File: src/rtl/uart_rx_word_ctrl.sv
// UART receive word assembler: gathers WORD_BYTES bytes from RxDone edges and offers them on WordValid/WordReady.
// Word valid 1 Clk after the last byte edge; a held word blocks capture, and new bytes in that state raise Overrun.
// Optional inter-byte timeout behind `UART_RX_WORD_TIMEOUT_EN (off: Timeout tied low, no counter).
module uart_rx_word_ctrl #(
   parameter int unsigned WORD_BYTES    = 4,
   parameter logic [15:0] TIMEOUT_TICKS = 16'd640
) (
   input  logic                      Clk,
   input  logic                      Rst,
   input  logic                      Enable,
   input  logic                      ClrErr,
   input  logic                      Tick,
   input  logic                      RxDone,
   input  logic [7:0]                RxData,
   output logic                      RxEn,
   output logic [3:0]                NBits,
   output logic [8*WORD_BYTES-1:0]   WordData,
   output logic                      WordValid,
   input  logic                      WordReady,
   output logic                      Overrun,
   output logic                      Timeout,
   output logic [3:0]                ByteCnt
);

   typedef enum logic [1:0] {S_IDLE, S_COLLECT, S_HOLD} state_t;

   state_t                  state_q, state_d;
   logic [3:0]              byte_cnt_q, byte_cnt_d;
   logic [8*WORD_BYTES-1:0] word_q, word_d;
   logic                    overrun_q, overrun_d;
   logic                    rxen_q, rxen_d;
   logic                    rxdone_q, rxdone_d;
   logic                    done_evt, accept, overrun_evt, timeout_evt;

   assign done_evt = RxDone & ~rxdone_q;
   assign accept   = (state_q == S_HOLD) & WordReady;

`ifdef UART_RX_WORD_TIMEOUT_EN
   logic        tick_q, tick_d;
   logic [15:0] tick_cnt_q, tick_cnt_d;
   logic        timeout_q, timeout_d;
   logic        tick_rise;

   assign tick_rise = Tick & ~tick_q;
   // A byte landing on the terminal tick wins over the timeout.
   assign timeout_evt = (state_q == S_COLLECT) & Enable & (byte_cnt_q != 4'd0) & ~done_evt
                        & tick_rise & (tick_cnt_q == TIMEOUT_TICKS - 16'd1);

   always_comb begin
      tick_d     = Tick;
      tick_cnt_d = tick_cnt_q;
      timeout_d  = (timeout_q & ~ClrErr) | timeout_evt;
      if ((state_q != S_COLLECT) || (byte_cnt_q == 4'd0) || done_evt || timeout_evt) begin
         tick_cnt_d = 16'd0;
      end else if (tick_rise) begin
         tick_cnt_d = tick_cnt_q + 16'd1;
      end
   end

   always_ff @(posedge Clk) begin
      if (Rst) begin
         tick_q     <= 1'b0;
         tick_cnt_q <= 16'd0;
         timeout_q  <= 1'b0;
      end else begin
         tick_q     <= tick_d;
         tick_cnt_q <= tick_cnt_d;
         timeout_q  <= timeout_d;
      end
   end

   assign Timeout = timeout_q;
`else
   logic unused_timeout_cfg;
   assign unused_timeout_cfg = ^{Tick, TIMEOUT_TICKS};
   assign timeout_evt = 1'b0;
   assign Timeout     = 1'b0;
`endif

   always_comb begin
      state_d     = state_q;
      byte_cnt_d  = byte_cnt_q;
      word_d      = word_q;
      overrun_evt = 1'b0;
      rxen_d      = Enable;
      rxdone_d    = RxDone;
      case (state_q)
         S_IDLE: begin
            byte_cnt_d = 4'd0;
            if (Enable) state_d = S_COLLECT;
         end
         S_COLLECT: begin
            if (!Enable) begin
               byte_cnt_d = 4'd0;
               state_d    = S_IDLE;
            end else if (done_evt) begin
               word_d[byte_cnt_q*8 +: 8] = RxData;
               if (byte_cnt_q == 4'(WORD_BYTES - 1)) begin
                  byte_cnt_d = 4'd0;
                  state_d    = S_HOLD;
               end else begin
                  byte_cnt_d = byte_cnt_q + 4'd1;
               end
            end else if (timeout_evt) begin
               byte_cnt_d = 4'd0;
            end
         end
         S_HOLD: begin
            if (accept) begin
               // A byte arriving with the accept starts the next word directly.
               if (done_evt) begin
                  word_d[7:0] = RxData;
                  byte_cnt_d  = 4'd1;
                  state_d     = S_COLLECT;
               end else begin
                  state_d = Enable ? S_COLLECT : S_IDLE;
               end
            end else if (done_evt) begin
               overrun_evt = 1'b1;
            end
         end
         default: begin
            state_d    = S_IDLE;
            byte_cnt_d = 4'd0;
         end
      endcase
      overrun_d = (overrun_q & ~ClrErr) | overrun_evt;
   end

   always_ff @(posedge Clk) begin
      if (Rst) begin
         state_q    <= S_IDLE;
         byte_cnt_q <= 4'd0;
         word_q     <= '0;
         overrun_q  <= 1'b0;
         rxen_q     <= 1'b0;
         rxdone_q   <= 1'b0;
      end else begin
         state_q    <= state_d;
         byte_cnt_q <= byte_cnt_d;
         word_q     <= word_d;
         overrun_q  <= overrun_d;
         rxen_q     <= rxen_d;
         rxdone_q   <= rxdone_d;
      end
   end

   assign RxEn      = rxen_q;
   assign NBits     = 4'd8;
   assign WordData  = word_q;
   assign WordValid = (state_q == S_HOLD);
   assign Overrun   = overrun_q;
   assign ByteCnt   = byte_cnt_q;

endmodule

File: config.mk
export PLATFORM = sky130hd
export DESIGN_NAME = uart_rx_word_ctrl
export DESIGN_NICKNAME = d
export VERILOG_FILES = /design/src/rtl/uart_rx_word_ctrl.sv
export SDC_FILE = /design/constraint.sdc
export NUM_CORES = 1
export LEC_CHECK = 0
export BUFFER_PORTS_ARGS = -buffer_cell sky130_fd_sc_hd__clkbuf_2
export CAP_MARGIN = 40
export CORE_MARGIN = 3
export CORE_UTILIZATION = 46
export CTS_CLUSTER_DIAMETER = 200
export DETAILED_ROUTE_END_ITERATION = 8
export PLACE_DENSITY = 0.72
export SYNTH_ARGS = -nofsm -noshare
export SYNTH_HDL_FRONTEND = slang
export SYNTH_SLANG_ARGS = --single-unit
export TNS_END_PERCENT = 1
File: constraint.sdc
create_clock -name Clk -period 2.34 [get_ports Clk]
set_input_delay 0.234 -clock Clk [delete_from_list [all_inputs] [get_ports Clk]]
set_output_delay 0.234 -clock Clk [all_outputs]
set_load 0.05 [all_outputs]
==> impl_summary.log <==
INFO  metric result_of_the_run = finished, final reports clean
INFO  metric clk_transition_reported_paths = 80 ps
INFO  metric post_cts_hold_buffer_count = 0
INFO  metric synth_top_area_frac = 0.422
INFO  metric worstPathRequired = 2530 ps
INFO  metric floorplan.die.width = 71.0 µm
INFO  metric synthTopCellsByArea = dfxtp_1 (42%), mux2i_1 (16%), nand2_1 (6.9%)
INFO  metric io_buffers = 52
INFO  metric cts_tree = yes
INFO  metric core_area = 0.00403 mm²
INFO  metric clock_sink_count = 41
INFO  metric setup-tns-final = 0 ps
INFO  metric timing.hold.worst.class = in2reg
INFO  metric drive_above_1_share = 0.305
INFO  metric post-route-period-util = 0.946
INFO  metric ctsHtreeMaxLevel = 2
INFO  metric cp_max_fo = 8
INFO  metric globalRoute.totalOverflow = 0
INFO  metric crit_path_cell_trace = or3_1 -> ha_1 -> nor4b_2 -> a41oi_1 -> or4_4 -> mux2i_1
INFO  metric gpl.final_weighted_congestion = 0.888
INFO  metric timing.setup.critical_path_class = reg2reg
INFO  metric maxSlewViolCount = 0
INFO  metric floorplan.initialDensity = 0.483
INFO  metric timing.max_cap.violations = 0
INFO  metric antenna_violating_nets_post_route = 0
INFO  metric ys.flop_type = dfxtp_1
INFO  metric rsz_0062_raised_after_global_routing = no
INFO  metric grt_max_degree = 21
INFO  metric post_drt_wl_per_cell = 12.9 µm
INFO  metric path_delay_family = simple AND/OR/NAND/NOR gates
INFO  metric netlist-cell-type-count = 44
INFO  metric core.rowCount = 23
INFO  metric timing.critical_path.arrival = 2400 ps
INFO  metric asyncSetResetFlopFracSynth = 0
INFO  metric drc_errors = 0
INFO  metric insertedDiodeCount = 0
INFO  metric detailedRoute.firstIterationViolations = 57
INFO  metric io-pin-count = 59
INFO  metric wl = 4090 µm
INFO  metric synth_seq_cells = 41
INFO  metric grt_pass1_vias = 1449
INFO  metric fin_hold_ws = 190 ps
INFO  metric syn_to_final_growth = 21.7%
INFO  metric grt_pass1_wl = 6610 µm
INFO  metric syn_area_per_cell = 9.35 µm²
INFO  metric post-route-util = 0.588
INFO  metric finClkSkew = 9.59 ps
INFO  metric final_period_minus_worst_setup_slack = 2210 ps
INFO  metric detailed_place.area = 0.00224 mm²
INFO  metric report.final.setup_viol = 0
INFO  metric cp_num_buf_inv = 0
INFO  metric drt-pass1-iter-count = 4
INFO  metric finalHoldViolations = 0
INFO  metric critical-path-slowest-cell = or4_4
INFO  metric power_density = 640 mW/mm²
INFO  metric cts.root.buffer_cell = clkbuf_8
INFO  metric later_pin_clock_latency_in_the_skew_report = 300 ps
INFO  metric global_route.usage.total = 0.164
INFO  metric grt_antenna_before_repair = 0
INFO  metric avgViaCountPerCell = 5.02
INFO  metric final_nets = 287
INFO  metric fraction_of_the_yosys_area_taken_by_sequential_cells = 0.422
INFO  metric dieArea = 0.00505 mm²
INFO  metric clk_path_buf_depth = 2
INFO  metric vdd_drop_max = 0.000334 V
INFO  metric power.static_leakage = 1.13 nW
INFO  metric dieHeight = 71.0 µm
INFO  metric synth_edf_count = 0
INFO  metric syn-cell-area = 0.00195 mm²
INFO  metric critPathLaunchType = flop
INFO  metric post-dp-hpwl = 3070 µm
INFO  metric synth_top_cell_by_area = dfxtp_1
INFO  metric final_critical_path_setup_slack = 125 ps
INFO  metric routed-via-count = 1585
INFO  metric fmax = 452 MHz
INFO  metric design_area = 0.00237 mm²
INFO  metric tritoncts.num_buffers = 5
INFO  metric critPathMaxStageDelay = 540 ps
INFO  metric worstSetupEndpointType = flop
INFO  metric placement.setup.worst_slack = 113 ps
INFO  metric synth_warnings = 0
INFO  metric synth_instances = 208
==> timing repair <==
item | CTS | global route
buffers inserted | 0 | 2
resized for setup | 0 | 1
setup endpoints to repair | 0 | 11
==> worst reg2reg max path: cells and delay by family, from the launching register on <==
kind | cells | cell delay [ps]
and+or+nand+nor | 3 | 1140
DFF | 1 | 340
adders and majority gates | 1 | 320
muxes | 1 | 160
AOI/OAI and AO/OA | 1 | 150
==> synth_stat cells, types with 2 or more instances <==
library cell  count
nand4b_1          2
o21ai_0           3
nand2_1          36
nor2b_1           3
a21o_1            2
nor2_1           13
buf_4             5
and2_1            2
ha_1              7
buf_6             3
nor3_1            4
nand3_1           4
buf_2             2
a21oi_1           6
conb_1            2
dfxtp_1          41
mux2i_1          32
o211ai_1          2
clkbuf_1          3
inv_1             9
nand2b_1          4
==> power breakdown <==
group / switching [W] / leakage (nW) / internal [W] / total, W
clock: 0.000245 / 0.0549 / 0.000272 / 0.000517
sequential: 0.0000114 / 0.333 / 0.000715 / 0.000726
combinational: 0.000181 / 0.743 / 0.0000908 / 0.000272
total: 0.000437 / 1.13 / 0.00108 / 0.00151
==> registers in the layout, summed over array words and instances, names as in the netlist <==
register and cells:
WordData 32, rxdone_q 1, RxEn 1, state_q 2, ByteCnt 4, Overrun 1
==> final timing paths <==
kind / startpoint / cells past startpoint / slack (ps) / endpoint
worst max-delay path: ByteCnt[0] / 6 / 130 / WordData[2]
worst min-delay path: RxData[7] / 3 / 190 / WordData[31]
worst max register to register: ByteCnt[0] / 6 / 130 / WordData[2]
worst min register to register: WordData[19] / 2 / 460 / WordData[19]
==> metrics by stage <==
step / power, W / cells
6_report: 0.00151 / 316
5_1_grt: 0.00158 / 316
4_1_cts: 0.00152 / 314
3_5_place_dp: 0.00101 / 306
3_3_place_gp: 0.00101 / 306
2_1_floorplan: 0.000963 / 211
==> cell type report <==
type / count / area (µm²)
Multi-Input combinational cell: 146 / 998
Fill cell: 380 / 1660
Inverter: 10 / 37.5
Clock buffer: 7 / 96.3
Clock inverter: 1 / 8.76
Tap cell: 50 / 62.6
Sequential cell: 41 / 825
Timing Repair Buffer: 61 / 340
==> logic make-up after synthesis <==
| kind of cell | count (synthesis) | synth area share |
|---|---|---|
| AOI/OAI and AO/OA | 24 | 0.0907 |
| xor gates and xnor gates | 1 | 0.00450 |
| adders and majority gates | 7 | 0.0450 |
| buffers and inverters | 24 | 0.0740 |
| DFF | 41 | 0.422 |
| muxes | 32 | 0.165 |
| other | 2 | 0.00386 |
| and+or+nand+nor | 77 | 0.196 |
==> per-layer routing <==
metal | vias to the layer above | routed length, µm | share of wire | track usage
li1 | 817 | - | - | -
met1 | 707 | 1940 | 0.47 | 0.232
met2 | 54 | 1790 | 0.44 | 0.239
met3 | 7 | 276 | 0.067 | 0.0440
met4 | 0 | 86 | 0.021 | 0.0626
met5 | - | 0 | 0 | 0
==> cell usage in the layout, fill, tap and decap left out, types with 4 or more instances in the layout <==
cell type	instances
nand2_1	36
nand2b_1	4
clkbuf_8	7
dfxtp_1	38
nand3_1	4
mux2i_1	32
ha_1	7
buf_4	8
inv_1	9
nor3_1	4
nor2_1	13
a21oi_1	6
conb_1	5
clkbuf_2	52
Power figures use the tool's default switching activity.
